--- config.mk ---
export PLATFORM = sky130hd
export DESIGN_NAME = axil_csr_responder
export DESIGN_NICKNAME = d
export VERILOG_FILES = /design/src/rtl/csr_pkg.sv /design/src/rtl/axil_ready_pulse.sv /design/src/rtl/axil_csr_responder.sv
export SDC_FILE = /design/constraint.sdc
export NUM_CORES = 1
export LEC_CHECK = 0
export ABC_AREA = 1
export CELL_PAD_IN_SITES_DETAIL_PLACEMENT = 1
export CELL_PAD_IN_SITES_GLOBAL_PLACEMENT = 2
export CORE_MARGIN = 1
export CORE_UTILIZATION = 40
export DETAILED_ROUTE_END_ITERATION = 6
export DONT_BUFFER_PORTS = 1
export GPL_TIMING_DRIVEN = 0
export PLACE_DENSITY_LB_ADDON = 0.08
export SETUP_SLACK_MARGIN = 0.4
export SYNTH_ARGS = -nofsm -noshare
export SYNTH_HDL_FRONTEND = slang
export SYNTH_SLANG_ARGS = --single-unit
--- constraint.sdc ---
create_clock -name clk -period 3.5 [get_ports clk]
set_input_delay 0.875 -clock clk [delete_from_list [all_inputs] [get_ports clk]]
set_output_delay 0.875 -clock clk [all_outputs]
set_load 0.02 [all_outputs]
--- src/rtl/csr_pkg.sv ---
// Shared definitions for the RSA control/status register file:
// register byte offsets, AXI response codes and status bit positions.
package csr_pkg;

    // Register byte offsets. STATUS shares offset 0 with COMMAND (read side).
    localparam int unsigned COMMAND = 0;
    localparam int unsigned RXADDR  = 4;
    localparam int unsigned TXADDR  = 8;
    localparam int unsigned T       = 12;
    localparam int unsigned T_LEN   = 16;
    localparam int unsigned LOADING = 20;
    localparam int unsigned STATUS  = 0;

    localparam logic [1:0] RESP_OKAY   = 2'b00;
    localparam logic [1:0] RESP_SLVERR = 2'b10;

    // Bit positions inside the core status word.
    localparam int unsigned DONE_BIT      = 0;
    localparam int unsigned LOAD_DONE_BIT = 9;

    // Register index used by the decoder; SEL_NONE marks an unmapped address.
    typedef enum logic [2:0] {
        SEL_COMMAND = 3'd0,
        SEL_RXADDR  = 3'd1,
        SEL_TXADDR  = 3'd2,
        SEL_T       = 3'd3,
        SEL_T_LEN   = 3'd4,
        SEL_LOADING = 3'd5,
        SEL_NONE    = 3'd7
    } reg_sel_e;

    // Convenience accessors for software-visible status flags.
    function automatic logic rsa_done(input logic [31:0] st);
        return st[DONE_BIT];
    endfunction

    function automatic logic load_done(input logic [31:0] st);
        return st[LOAD_DONE_BIT];
    endfunction

endpackage

--- src/rtl/axil_ready_pulse.sv ---
// One-shot AXI-Lite ready generator with a hold flag. Ready is a registered
// single-cycle pulse, so a valid held for an extra cycle is never accepted
// twice; hold stays set from the handshake until the consumer clears it.
module axil_ready_pulse (
    input  logic clk,
    input  logic rst,
    input  logic valid,
    input  logic block,
    input  logic clear,
    output logic ready,
    output logic hold
);

    // Pulse ready once per transfer and remember that a beat was taken.
    always_ff @(posedge clk) begin
        if (rst) begin
            ready <= 1'b0;
            hold  <= 1'b0;
        end else begin
            ready <= valid && !ready && !hold && !block;
            if (clear) begin
                hold <= 1'b0;
            end else if (valid && ready) begin
                hold <= 1'b1;
            end
        end
    end

endmodule

--- src/rtl/axil_csr_responder.sv ---
// AXI4-Lite responder for the RSA core's register file. Six word registers
// are exposed as static outputs; COMMAND and LOADING writes also produce a
// one-cycle strobe. Reads of offset 0 return the live core status word.
module axil_csr_responder
    import csr_pkg::*;
#(
    parameter int ADDR_W = 12,
    parameter int DATA_W = 32
) (
    input  logic                clk,
    input  logic                rst,
    input  logic [ADDR_W-1:0]   s_axi_csrs_awaddr,
    input  logic                s_axi_csrs_awvalid,
    output logic                s_axi_csrs_awready,
    input  logic [DATA_W-1:0]   s_axi_csrs_wdata,
    input  logic [DATA_W/8-1:0] s_axi_csrs_wstrb,
    input  logic                s_axi_csrs_wvalid,
    output logic                s_axi_csrs_wready,
    output logic [1:0]          s_axi_csrs_bresp,
    output logic                s_axi_csrs_bvalid,
    input  logic                s_axi_csrs_bready,
    input  logic [ADDR_W-1:0]   s_axi_csrs_araddr,
    input  logic                s_axi_csrs_arvalid,
    output logic                s_axi_csrs_arready,
    output logic [DATA_W-1:0]   s_axi_csrs_rdata,
    output logic [1:0]          s_axi_csrs_rresp,
    output logic                s_axi_csrs_rvalid,
    input  logic                s_axi_csrs_rready,
    input  logic [DATA_W-1:0]   status_i,
    output logic [DATA_W-1:0]   command_o,
    output logic [DATA_W-1:0]   rxaddr_o,
    output logic [DATA_W-1:0]   txaddr_o,
    output logic [DATA_W-1:0]   t_o,
    output logic [DATA_W-1:0]   t_len_o,
    output logic [DATA_W-1:0]   loading_o,
    output logic                command_wr_o,
    output logic                loading_wr_o
);

    localparam int STRB_W = DATA_W / 8;
    localparam int NREG   = 6;

    logic                aw_fire, w_fire, ar_fire;
    logic                aw_hold, w_hold, ar_hold;
    logic                commit;
    logic [ADDR_W-1:0]   awaddr_q;
    logic [DATA_W-1:0]   wdata_q;
    logic [STRB_W-1:0]   wstrb_q;
    logic [DATA_W-1:0]   regs [NREG];
    reg_sel_e            wr_sel, rd_sel;
    logic [2:0]          wr_idx, rd_idx;

    // Word-aligned decode; the two low address bits are ignored.
    function automatic reg_sel_e decode(input logic [ADDR_W-1:0] a);
        logic [ADDR_W-1:0] al;
        al = a & ~ADDR_W'(3);
        if (al == ADDR_W'(COMMAND) || al == ADDR_W'(STATUS)) return SEL_COMMAND;
        if (al == ADDR_W'(RXADDR))  return SEL_RXADDR;
        if (al == ADDR_W'(TXADDR))  return SEL_TXADDR;
        if (al == ADDR_W'(T))       return SEL_T;
        if (al == ADDR_W'(T_LEN))   return SEL_T_LEN;
        if (al == ADDR_W'(LOADING)) return SEL_LOADING;
        return SEL_NONE;
    endfunction

    // Byte-lane merge of new write data into the old register value.
    function automatic logic [DATA_W-1:0] merge_bytes(input logic [DATA_W-1:0] old_val,
                                                      input logic [DATA_W-1:0] new_val,
                                                      input logic [STRB_W-1:0] strb);
        logic [DATA_W-1:0] r;
        r = old_val;
        for (int i = 0; i < STRB_W; i++) begin
            if (strb[i]) r[8*i +: 8] = new_val[8*i +: 8];
        end
        return r;
    endfunction

    assign aw_fire = s_axi_csrs_awvalid && s_axi_csrs_awready;
    assign w_fire  = s_axi_csrs_wvalid  && s_axi_csrs_wready;
    assign ar_fire = s_axi_csrs_arvalid && s_axi_csrs_arready;
    assign commit  = aw_hold && w_hold;
    assign wr_sel  = decode(awaddr_q);
    assign rd_sel  = decode(s_axi_csrs_araddr);
    assign wr_idx  = wr_sel;
    assign rd_idx  = rd_sel;

    axil_ready_pulse u_aw (
        .clk   (clk),
        .rst   (rst),
        .valid (s_axi_csrs_awvalid),
        .block (s_axi_csrs_bvalid),
        .clear (commit),
        .ready (s_axi_csrs_awready),
        .hold  (aw_hold)
    );

    axil_ready_pulse u_w (
        .clk   (clk),
        .rst   (rst),
        .valid (s_axi_csrs_wvalid),
        .block (s_axi_csrs_bvalid),
        .clear (commit),
        .ready (s_axi_csrs_wready),
        .hold  (w_hold)
    );

    // The read is served on the handshake edge itself, so the AR hold only
    // lives for one cycle; rvalid is what blocks further AR beats.
    axil_ready_pulse u_ar (
        .clk   (clk),
        .rst   (rst),
        .valid (s_axi_csrs_arvalid),
        .block (s_axi_csrs_rvalid),
        .clear (ar_hold),
        .ready (s_axi_csrs_arready),
        .hold  (ar_hold)
    );

    // Capture write address and data beats as they are accepted.
    always_ff @(posedge clk) begin
        if (rst) begin
            awaddr_q <= '0;
            wdata_q  <= '0;
            wstrb_q  <= '0;
        end else begin
            if (aw_fire) awaddr_q <= s_axi_csrs_awaddr;
            if (w_fire) begin
                wdata_q <= s_axi_csrs_wdata;
                wstrb_q <= s_axi_csrs_wstrb;
            end
        end
    end

    // Commit a complete write, raise the B response and the write strobes.
    always_ff @(posedge clk) begin
        if (rst) begin
            for (int i = 0; i < NREG; i++) regs[i] <= '0;
            s_axi_csrs_bvalid <= 1'b0;
            s_axi_csrs_bresp  <= RESP_OKAY;
            command_wr_o      <= 1'b0;
            loading_wr_o      <= 1'b0;
        end else begin
            command_wr_o <= 1'b0;
            loading_wr_o <= 1'b0;
            if (s_axi_csrs_bvalid && s_axi_csrs_bready) begin
                s_axi_csrs_bvalid <= 1'b0;
                s_axi_csrs_bresp  <= RESP_OKAY;
            end
            if (commit) begin
                s_axi_csrs_bvalid <= 1'b1;
                if (wr_sel != SEL_NONE) begin
                    regs[wr_idx]     <= merge_bytes(regs[wr_idx], wdata_q, wstrb_q);
                    s_axi_csrs_bresp <= RESP_OKAY;
                    command_wr_o     <= (wr_sel == SEL_COMMAND);
                    loading_wr_o     <= (wr_sel == SEL_LOADING);
                end else begin
                    s_axi_csrs_bresp <= RESP_SLVERR;
                end
            end
        end
    end

    // Register read data on the AR handshake and hold it until accepted.
    always_ff @(posedge clk) begin
        if (rst) begin
            s_axi_csrs_rvalid <= 1'b0;
            s_axi_csrs_rdata  <= '0;
            s_axi_csrs_rresp  <= RESP_OKAY;
        end else if (s_axi_csrs_rvalid && s_axi_csrs_rready) begin
            s_axi_csrs_rvalid <= 1'b0;
            s_axi_csrs_rdata  <= '0;
            s_axi_csrs_rresp  <= RESP_OKAY;
        end else if (ar_fire) begin
            s_axi_csrs_rvalid <= 1'b1;
            case (rd_sel)
                SEL_COMMAND: begin
                    s_axi_csrs_rdata <= status_i;
                    s_axi_csrs_rresp <= RESP_OKAY;
                end
                SEL_NONE: begin
                    s_axi_csrs_rdata <= '0;
                    s_axi_csrs_rresp <= RESP_SLVERR;
                end
                default: begin
                    s_axi_csrs_rdata <= regs[rd_idx];
                    s_axi_csrs_rresp <= RESP_OKAY;
                end
            endcase
        end
    end

    assign command_o = regs[0];
    assign rxaddr_o  = regs[1];
    assign txaddr_o  = regs[2];
    assign t_o       = regs[3];
    assign t_len_o   = regs[4];
    assign loading_o = regs[5];

endmodule

==> results of run 1 <==
-- report_power, final --
part           internal, mW  switching, mW
logic                0.0839          0.275
clock network          2.09           1.42
registers              3.70          0.235
-- state kept, by name, indices dropped and copies added, names as in the netlist --
register	count
u_w.hold	1
u_ar.hold	1
wstrb_q	4
s_axi_csrs_bresp	1
u_aw.ready	1
s_axi_csrs_rdata	32
u_aw.hold	1
s_axi_csrs_bvalid	1
wdata_q	32
loading_wr_o	1
command_wr_o	1
regs	193
s_axi_csrs_rvalid	1
s_axi_csrs_rresp	1
u_w.ready	1
u_ar.ready	1
awaddr_q	10
-- cell usage after synthesis --
| cell type | count | area (um2) |
|---|---|---|
| inv_1 | 240 | 901 |
| nand2_4 | 10 | 113 |
| nand4_1 | 62 | 388 |
| nand3b_1 | 1 | 7.51 |
| clkinv_1 | 1 | 3.75 |
| nand3_4 | 1 | 17.5 |
| nor2_2 | 2 | 12.5 |
| nand3_2 | 1 | 10.0 |
| inv_2 | 12 | 45.0 |
| nor2_1 | 206 | 773 |
| buf_2 | 14 | 70.1 |
| dfxtp_1 | 90 | 1800 |
| buf_6 | 1 | 11.3 |
| a21oi_1 | 77 | 385 |
| nand2_1 | 262 | 983 |
| o21ai_1 | 7 | 35.0 |
| nor2_4 | 4 | 45.0 |
| a21oi_2 | 1 | 8.76 |
| nor3_1 | 2 | 10.0 |
| buf_8 | 1 | 15.0 |
| nor4_1 | 3 | 18.8 |
| nor3_2 | 1 | 10.0 |
| clkbuf_1 | 55 | 206 |
| o21ai_0 | 107 | 536 |
| and3_1 | 1 | 6.26 |
| or2_2 | 1 | 6.26 |
| and2_1 | 1 | 6.26 |
| nand4_4 | 17 | 362 |
| nand2_2 | 1 | 6.26 |
| buf_12 | 1 | 20.0 |
| nand3_1 | 102 | 510 |
| buf_4 | 2 | 15.0 |
| edfxtp_1 | 193 | 5800 |
| conb_1 | 1 | 3.75 |
| o211ai_1 | 1 | 7.51 |
| buf_1 | 7 | 26.3 |
-- worst max path at each step --
stage	from	end	slack [ps]
global placement	s_axi_csrs_araddr[7]	s_axi_csrs_rdata[1]	100
global route	awaddr_q[2]	regs[5][8]	410
floorplan	rst	regs[3][0]	1040
finish	awaddr_q[2]	regs[5][14]	500
detailed placement	s_axi_csrs_araddr[7]	s_axi_csrs_rdata[1]	120
CTS	awaddr_q[2]	regs[5][29]	540
-- metrics by stage --
| step | hold slack, ps | cell area (um2) |
|---|---|---|
| detailed placement | 441 | 13700 |
| floorplan | 417 | 13200 |
| finish | 367 | 14800 |
| global placement | 439 | 13700 |
| global route | 350 | 14800 |
| CTS | 353 | 14800 |
-- layout by cell type, fill, tap and decap left out, drive strengths merged, types with 3 or more instances in the layout --
cell      n
nor2    212
conb      3
clkbuf   95
buf      26
bufinv    5
o21ai   114
nor3      3
nand3   104
dfxtp    90
edfxtp  193
nor4      3
inv     255
nand2   273
clkinv    8
nand4    79
a21oi    78
-- worst reg2reg max path, stage by stage, from the launching register on --
cell and delay [ps]:
dfxtp_1 300, buf_2 420, clkinv_1 410, nor4_1 330, and2_1 200, a21oi_1 160
nor2_1 780
-- area by class of cell --
class,count,area (um2)
clock inverter,17,236
clock buffer,40,851
sequential,283,7600
antenna,1,2.50
buffer,81,364
fill,3825,17600
inverter,253,950
tap,442,553
multi-input combinational,874,4280
-- cell families after synthesis --
group	after synthesis
simple gates	678
compound gates	193
other cells	1
flops	283
buf+inv	334
-- layer usage --
metal | track usage [%] | vias to the layer above
li1 | - | 4928
met2 | 45.0 | 361
met4 | 6.67 | 0
met1 | 35.2 | 5033
met5 | 0 | -
met3 | 9.69 | 54
==> impl_metrics.yaml, run 1 <==
timing:
  finalWorstSetupSlack_ps: 504
  worst_pin_slew_ps: 1090
  slew-limit-headroom_pct: 27.4
  fin_crit_ps: 3000
  max_freq_mhz: 334
  finClkSkew_ps: 12.7
  period_share_pct: 85.6
  timing_max_transition_violations_final: 0
  fin_tns_setup_ps: 0
  hold_viol_final: 0
  setup_viol: 0
  rsz0062_at_grt: "false"
drt:
  met3_wirelength_mm: 4.69
  dr.first_iter.drc_count: 665
  dr_total_vias: 10400
  wl_met1_mm: 19.6
  dr.max_layer_used: "met4"
  dr_wl_met2_mm: 21.6
  vias_per_cell: 5.21
  wl_per_cell_um: 23.6
  remaining_drc_errors: 0
  antenna_left: 0
  wl_mm: 46.9
  first_pass_iters: 5
synthesis:
  synth_compound_area_share_pct: 7.38
  ys_warn_count: 0
  synth_adder_area_share_pct: 0
  synth_seq_cells: 283
  synth-xor-area-share_pct: 0
  synth_top_family_by_area: "simple AND/OR/NAND/NOR gates"
  avgSynthCellArea_um2: 8.85
  synthesis.instances: 1489
  yosysUniqueCellTypes: 36
  synth_mux_area_share_pct: 0
  netlist_area_um2: 13200
  synth-simple-area-share_pct: 24.9
  yosysSeqAreaShare_pct: 57.7
finish:
  syn_to_final_growth_pct: 12.6
  final_cell_count_no_fill: 1991
  layout-drive-gt1-share_pct: 7.75
  final_nets: 1623
  fin_util_pct: 45.7
clock_network:
  clock_latency_ps: 570
  clockBufferDepth: 3
  numCtsBuffers: 31
  post_cts_buffers: 0
  root_buffer: "clkbuf_16"
  cts.sinks: 283
  cts_resized: 0
  htree_levels: 1
  path_clk_slew_ps: 60
  cts_hold_buf: 0
  cts_tree: "built"
worst_hold_path:
  hold_end: "s_axi_csrs_bvalid"
  hold_class: "in -> reg"
  holdPathStages: 1
  worstHoldStart: "rst"
critical_path:
  start_kind: "flip-flop"
  worstPathArrival_ps: 3190
  cp_top_family: "simple AND/OR/NAND/NOR gates"
  critical_path_depth: 6
  r2r_start: "awaddr_q[2]"
  critPathMaxFanout: 10
  endpoint_kind: "flip-flop"
  reg2reg_slack_ps: 500
  worstSetupPathType: "reg -> reg"
  crit_path_max_incr_delay_ps: 770
  cpMaxStageDelayCell: "nor2_1"
  r2r-end: "regs[5][14]"
  cp.buffers_inverters: 2
  worstPathRequired_ps: 3690
  ff2ff_path_depth: 6
  crit_path_cell_trace: "buf_2, clkinv_1, nor4_1, and2_1, a21oi_1, nor2_1"
die:
  dieArea_um2: 33700
  die_w_um: 183
  core_um2: 32500
  initial_core_util_pct: 40.6
  fp-row-count: 66
  ios: 334
  die_h_um: 183
global_route:
  grt_pass1_wl_mm: 67.9
  grt_max_degree: 16
  grt_pass1_vias: 10500
  grt-ovfl-total: 0
  antenna_found_initial: 1
  track_usage_pct: 27.7
placement:
  gp_congestion: 0.887
  io_buffers: 0
  dp_cells: 1933
  place_hpwl_mm: 36.8
  dp_slack_ps: 123
power_and_ir_drop:
  p_leak_nw: 6.07
  p_total_mw: 7.80
  ir_drop_mv: 0.349
  power.density_nw_per_um2: 526
outcome:
  status: "complete, no violations"
job:
  drv_cap: 0
No activity file was read; power rests on OpenSTA's default activity.
==> inputs of run 2 (changes only) <==
--- a/config.mk
+++ b/config.mk
@@ -8,12 +8,13 @@
 export ABC_AREA = 1
 export CELL_PAD_IN_SITES_DETAIL_PLACEMENT = 1
 export CELL_PAD_IN_SITES_GLOBAL_PLACEMENT = 2
-export CORE_MARGIN = 1
+export CORE_MARGIN = 2
 export CORE_UTILIZATION = 40
 export DETAILED_ROUTE_END_ITERATION = 6
 export DONT_BUFFER_PORTS = 1
 export GPL_TIMING_DRIVEN = 0
 export PLACE_DENSITY_LB_ADDON = 0.08
+export REMOVE_ABC_BUFFERS = 1
 export SETUP_SLACK_MARGIN = 0.4
 export SYNTH_ARGS = -nofsm -noshare
 export SYNTH_HDL_FRONTEND = slang
==> run 2 against run 1 <==
  * Total power down 3.6%
  * Highest routed layer unchanged
  * Clock skew about the same
  * Largest power group unchanged
  * Combinational power shrank 5.6%
  * Design area is 0.22% higher
  * Via count shrank 3.2%
  * Critical endpoint is now s_axi_csrs_rdata[5]
  * Register-to-register slack gained 190 ps
  * Hold slack better by 19 ps
  * Non-clock buffer count is 69 lower
  * Sequential share of layout area shrank 0.10 points
  * Sequential power about the same
==> impl_metrics.yaml, run 2 (same netlist as run 1, synthesis figures left out) <==
placement:
  placed_area_um2: 13600
  gp_congestion: 0.838
  place_hpwl_mm: 28.7
  dp_slack_ps: -1040
  io_buffers: 0
power_and_ir_drop:
  p_seq_share_pct: 52.2
  ir_drop_mv: 0.397
  p_leak_nw: 6.03
  power.density_nw_per_um2: 506
  p_sw_mw: 1.86
  combPwrFrac_pct: 4.5
  internal_power_mw: 5.67
  netSwitchingFraction_pct: 24.7
  p_clk_share_pct: 43.2
drt:
  wl_mm: 43.1
  dr_total_vias: 10000
  vias_per_cell: 5.20
  wl_per_cell_um: 22.3
  remaining_drc_errors: 0
  antenna_left: 0
  dr.first_iter.drc_count: 457
  first_pass_iters: 5
clock_network:
  root_buffer: "clkbuf_16"
  cts_tree: "built"
  path_clk_slew_ps: 60
  numCtsBuffers: 31
  cts_hold_buf: 0
  htree_levels: 1
  cts.sinks: 283
  clock_latency_ps: 560
  clockBufferDepth: 3
critical_path:
  crit_path_cell_trace: "nor2_1, nand2_1, nor2_4, nand2_8, nand2_1, inv_1, nand2_8, nand3_1, nand3_1, nand2_1, a21oi_1"
  start_kind: "input port"
  worstSetupPathType: "in -> reg"
  critical_path_depth: 11
  crit_path_max_incr_delay_ps: 400
  cp_top_family: "simple AND/OR/NAND/NOR gates"
  worstPathArrival_ps: 3340
  crit_top_cell: "nand2_1"
  worstPathRequired_ps: 4000
  cpMaxStageDelayCell: "nand2_8"
  critPathMaxFanout: 66
  endpoint_kind: "flip-flop"
  cp.buffers_inverters: 1
  ff2ff_path_depth: 10
finish:
  layout-drive-gt1-share_pct: 9.91
  regMostFlops: "regs"
  syn_to_final_growth_pct: 12.8
  fin_area_um2: 14900
  final_common_cell: "nand2_1"
  mostFrequentLayoutCells: "245 x nand2_1, 238 x inv_1, 200 x nor2_1, 193 x edfxtp_1, 107 x o21ai_0"
  largest_reg_flops: 193
  top_regs: "regs: 193 flops, s_axi_csrs_rdata: 32 flops, wdata_q: 32 flops"
  final_nets: 1558
global_route:
  antenna_found_initial: 4
  grt_pass1_wl_mm: 63.0
  grt_pass1_vias: 10200
  track_usage_pct: 24.3
  grt_max_degree: 74
  grt-ovfl-total: 0
timing:
  hold_viol_final: 0
  finClkSkew_ps: 12.3
  fin_crit_ps: 2840
  setup_viol: 0
  rsz0062_at_grt: "false"
  finalWorstSetupSlack_ps: 655
  period_share_pct: 81.3
  max_freq_mhz: 351
  slew-limit-headroom_pct: 36.7
  timing_max_transition_violations_final: 0
  worst_pin_slew_ps: 946
job:
  drv_cap: 0
die:
  die_w_um: 185
  core_um2: 32500
  dieArea_um2: 34400
  fp-row-count: 66
  die_h_um: 185
  initial_core_util_pct: 40.6
  ios: 334
worst_hold_path:
  hold_class: "in -> reg"
  holdPathStages: 1
outcome:
  status: "complete, no violations"
[run 2: worst paths after layout]
check                                          start                  end  slack, ps
worst max-delay path            s_axi_csrs_araddr[5]  s_axi_csrs_rdata[5]        660
worst min-delay path                             rst    s_axi_csrs_bvalid        390
worst max register to register          awaddr_q[11]           regs[2][7]        690
worst min register to register             u_aw.hold           u_aw.ready        470
[run 2: area by class of cell]
class / count / area (um2)
diodes: 5 / 12.5
clock buffers: 37 / 818
multi-input cells: 877 / 4490
flip-flops and latches: 283 / 7600
inverters: 253 / 966
clock inverters: 20 / 189
repair buffers: 12 / 225
repair inverters: 1 / 7.51
well taps: 442 / 553
fillers: 3751 / 17600
[run 2: worst reg2reg max path, delay by kind of cell, from the launching register on]
kind	cells	cell delay (ps)
buffers and inverters	1	250
and+or+nand+nor	8	1710
AOI/OAI and AO/OA	1	220
DFF	1	310
[run 2: timing repair]
item / CTS / global route
endpoints found under the setup margin: 343 / 127
buffers inserted: 4 / 0
gates cloned: 3 / 2
gates resized for setup: 21 / 15
pin swaps: 2 / 0
[run 2: per-stage QoR]
| step | TNS, ps | total power [mW] | std cells | hold slack (ps) | util [%] |
|---|---|---|---|---|---|
| 6_report | 0 | 7.53 | 1930 | 386 | 45.8 |
| 5_1_grt | 0 | 7.76 | 1928 | 377 | 45.8 |
| 4_1_cts | 0 | 7.60 | 1923 | 362 | 45.5 |
| 3_5_place_dp | -196890 | 4.34 | 1859 | 445 | 42.0 |
| 3_3_place_gp | -685900 | 4.32 | 1852 | 452 | 41.2 |
| 2_1_floorplan | -115120 | 4.18 | 1410 | 417 | - |
[run 2: power by group through the flow]
| stage | sequential, mW | clock [mW] | combinational, mW |
|---|---|---|---|
| CTS | 3.93 | 3.32 | 0.341 |
| floorplan | 3.95 | 0 | 0.234 |
| global placement | 4.00 | 0 | 0.315 |
| finish | 3.93 | 3.25 | 0.339 |
| detailed placement | 4.01 | 0 | 0.335 |
| global route | 3.95 | 3.42 | 0.387 |
[run 2: metal layers]
layer | part of all wire [%] | vias to the layer above | global-route usage, %
met5 | 0 | - | 0
met4 | 3.6 | 0 | 8.41
met3 | 8.5 | 79 | 7.55
met2 | 48 | 310 | 41.9
met1 | 40 | 4852 | 28.7
li1 | - | 4798 | -
==> inputs of run 3 (changes only) <==
--- a/config.mk
+++ b/config.mk
@@ -9,7 +9,7 @@
 export CELL_PAD_IN_SITES_DETAIL_PLACEMENT = 1
 export CELL_PAD_IN_SITES_GLOBAL_PLACEMENT = 2
 export CORE_MARGIN = 2
-export CORE_UTILIZATION = 40
+export CORE_UTILIZATION = 33
 export DETAILED_ROUTE_END_ITERATION = 6
 export DONT_BUFFER_PORTS = 1
 export GPL_TIMING_DRIVEN = 0
==> constraint.sdc (replaced) <==
create_clock -name clk -period 2.6 [get_ports clk]
set_input_delay 0.65 -clock clk [delete_from_list [all_inputs] [get_ports clk]]
set_output_delay 0.65 -clock clk [all_outputs]
set_load 0.02 [all_outputs]
==> run 3 against run 2 <==
  * Global-route usage grew 0.34 points
  * First-iteration DRC count grew 19%
  * Non-clock buffer count grew 66
  * Sequential share of layout area shrank 6.8 points
==> impl_metrics.yaml, run 3 (same netlist as run 1, synthesis figures left out) <==
die:
  core_um2: 39500
  die_h_um: 204
  dieArea_um2: 41500
  initial_core_util_pct: 33.3
  die_w_um: 204
  fp-row-count: 73
  ios: 334
worst_hold_path:
  hold_class: "in -> reg"
  holdPathStages: 1
critical_path:
  worstSetupPathType: "reg -> reg"
  worstPathArrival_ps: 2610
  start_kind: "flip-flop"
  ff2ff_path_depth: 12
  endpoint_kind: "flip-flop"
  critPathMaxFanout: 8
  worstPathRequired_ps: 2900
global_route:
  grt_pass1_vias: 10900
  grt-busiest-layer: "met2"
  antenna_found_initial: 1
  grt_pass1_wl_mm: 74.4
  grt_max_degree: 77
  met3_usage_pct: 7.40
  use_met1_pct: 29.1
  grt-ovfl-total: 0
  gr-usage-met2_pct: 42.1
  track_usage_pct: 24.7
finish:
  fin_util_pct: 43.4
  mostFrequentLayoutCells: "235 x inv_1, 222 x nand2_1, 193 x edfxtp_1, 107 x o21ai_0, 97 x nand3_1"
  fin_area_um2: 17100
  final_nets: 1637
  syn_to_final_growth_pct: 30.2
  multiInputGateArea_um2: 5680
  fillCellCount: 4360
  register_area_um2: 7600
  final_common_cell: "inv_1"
  layout-drive-gt1-share_pct: 23.7
  regMostFlops: "regs"
  top_regs: "regs: 193 flops, s_axi_csrs_rdata: 32 flops, wdata_q: 32 flops"
  largest_reg_flops: 193
timing:
  fin_tns_setup_ps: 0
  holdWs_ps: 178
  period_share_pct: 88.9
  rsz0062_at_grt: "true"
  setup_viol: 0
  worst_pin_slew_ps: 848
  timing_max_transition_violations_final: 0
  slew-limit-headroom_pct: 43.5
  finClkSkew_ps: 17.1
  hold_viol_final: 0
  max_freq_mhz: 433
  fin_crit_ps: 2310
drt:
  antenna_left: 0
  remaining_drc_errors: 0
  wl_mm: 53.0
  first_pass_iters: 5
  dr.first_iter.drc_count: 543
  vias_per_cell: 5.06
  dr_total_vias: 10600
  wl_per_cell_um: 25.3
power_and_ir_drop:
  ir_drop_mv: 0.494
  power.density_nw_per_um2: 642
  p_leak_nw: 6.75
placement:
  io_buffers: 0
  placed_area_um2: 13700
  place_hpwl_mm: 31.2
  gp_congestion: 0.814
clock_network:
  cts_hold_buf: 0
  path_clk_slew_ps: 60
  cts_tree: "built"
  numCtsBuffers: 36
  clockBufferDepth: 3
  root_buffer: "clkbuf_16"
  clock_latency_ps: 540
  htree_levels: 2
  cts.sinks: 283
job:
  drv_cap: 0
outcome:
  status: "complete, no violations"
==> run 3: changes by cell type in the layout (fill, tap and decap cells not counted), moves of 7 or more <==
cell	change
nor2_1	-111
nor2_4	+87
buf_4	+26
nor2_2	+24
nand2_1	-23
buf_6	+19
nand2_8	+17
buf_8	+10
buf_12	+8
nand2_4	+8
clkbuf_16	+7
nand2_2	+7
==> run 3: where the power goes <==
group / leakage [nW] / total [mW] / switching (mW) / internal [mW]
sequential: 2.73 / 5.30 / 0.324 / 4.97
combinational: 3.45 / 0.598 / 0.417 / 0.181
clock: 0.581 / 5.12 / 2.01 / 3.11
total: 6.75 / 11.0 / 2.75 / 8.26
==> run 3: stage by stage <==
stage | power (mW) | cells | setup WS [ps]
2_1_floorplan | 5.63 | 1410 | -2790
3_3_place_gp | 5.84 | 1935 | -7620
3_5_place_dp | 5.86 | 1941 | -1920
4_1_cts | 11.1 | 2074 | 364
5_1_grt | 11.4 | 2090 | 217
6_report | 11.0 | 2091 | 289
==> run 3: critical path, stage by stage (launching register included) <==
cell     delay [ps]
dfxtp_2         330
nor2_4          180
nand3_4         110
a21oi_4         220
nand3_4         200
nor2_4          190
nor2_4           70
buf_4           140
buf_12          130
a21oi_4         170
buf_12          140
nor2_4           40
buf_12          140
==> run 3: routing by layer <==
metal | share of wire (%) | vias up
li1 | - | 4993
met1 | 40 | 5195
met2 | 50 | 299
met3 | 7.3 | 86
met4 | 3.3 | 0
met5 | 0 | -
==> run 3: what timing repair did <==
action | 4_1_cts | 5_1_grt
pin swaps | 30 | 23
gates resized for setup | 118 | 244
gates cloned | 12 | 4
endpoints found under the setup margin | 420 | 353
setup buffers | 57 | 11
==> run 3: area by class of cell <==
| type | instances | share of cell area, % |
|---|---|---|
| well taps | 525 | 3.83 |
| clock inverters | 15 | 1.10 |
| multi-input cells | 886 | 33.1 |
| diodes | 2 | 0.0292 |
| clock buffers | 49 | 5.84 |
| repair buffers | 78 | 5.98 |
| inverters | 253 | 5.74 |
| flip-flops and latches | 283 | 44.3 |
==> run 3: final timing paths <==
| check | start | to | slack, ps |
|---|---|---|---|
| max | awaddr_q[10] | regs[5][26] | 290 |
| min | rst | s_axi_csrs_bvalid | 180 |
| max reg2reg | awaddr_q[10] | regs[5][26] | 290 |
| min reg2reg | u_aw.hold | u_aw.ready | 460 |
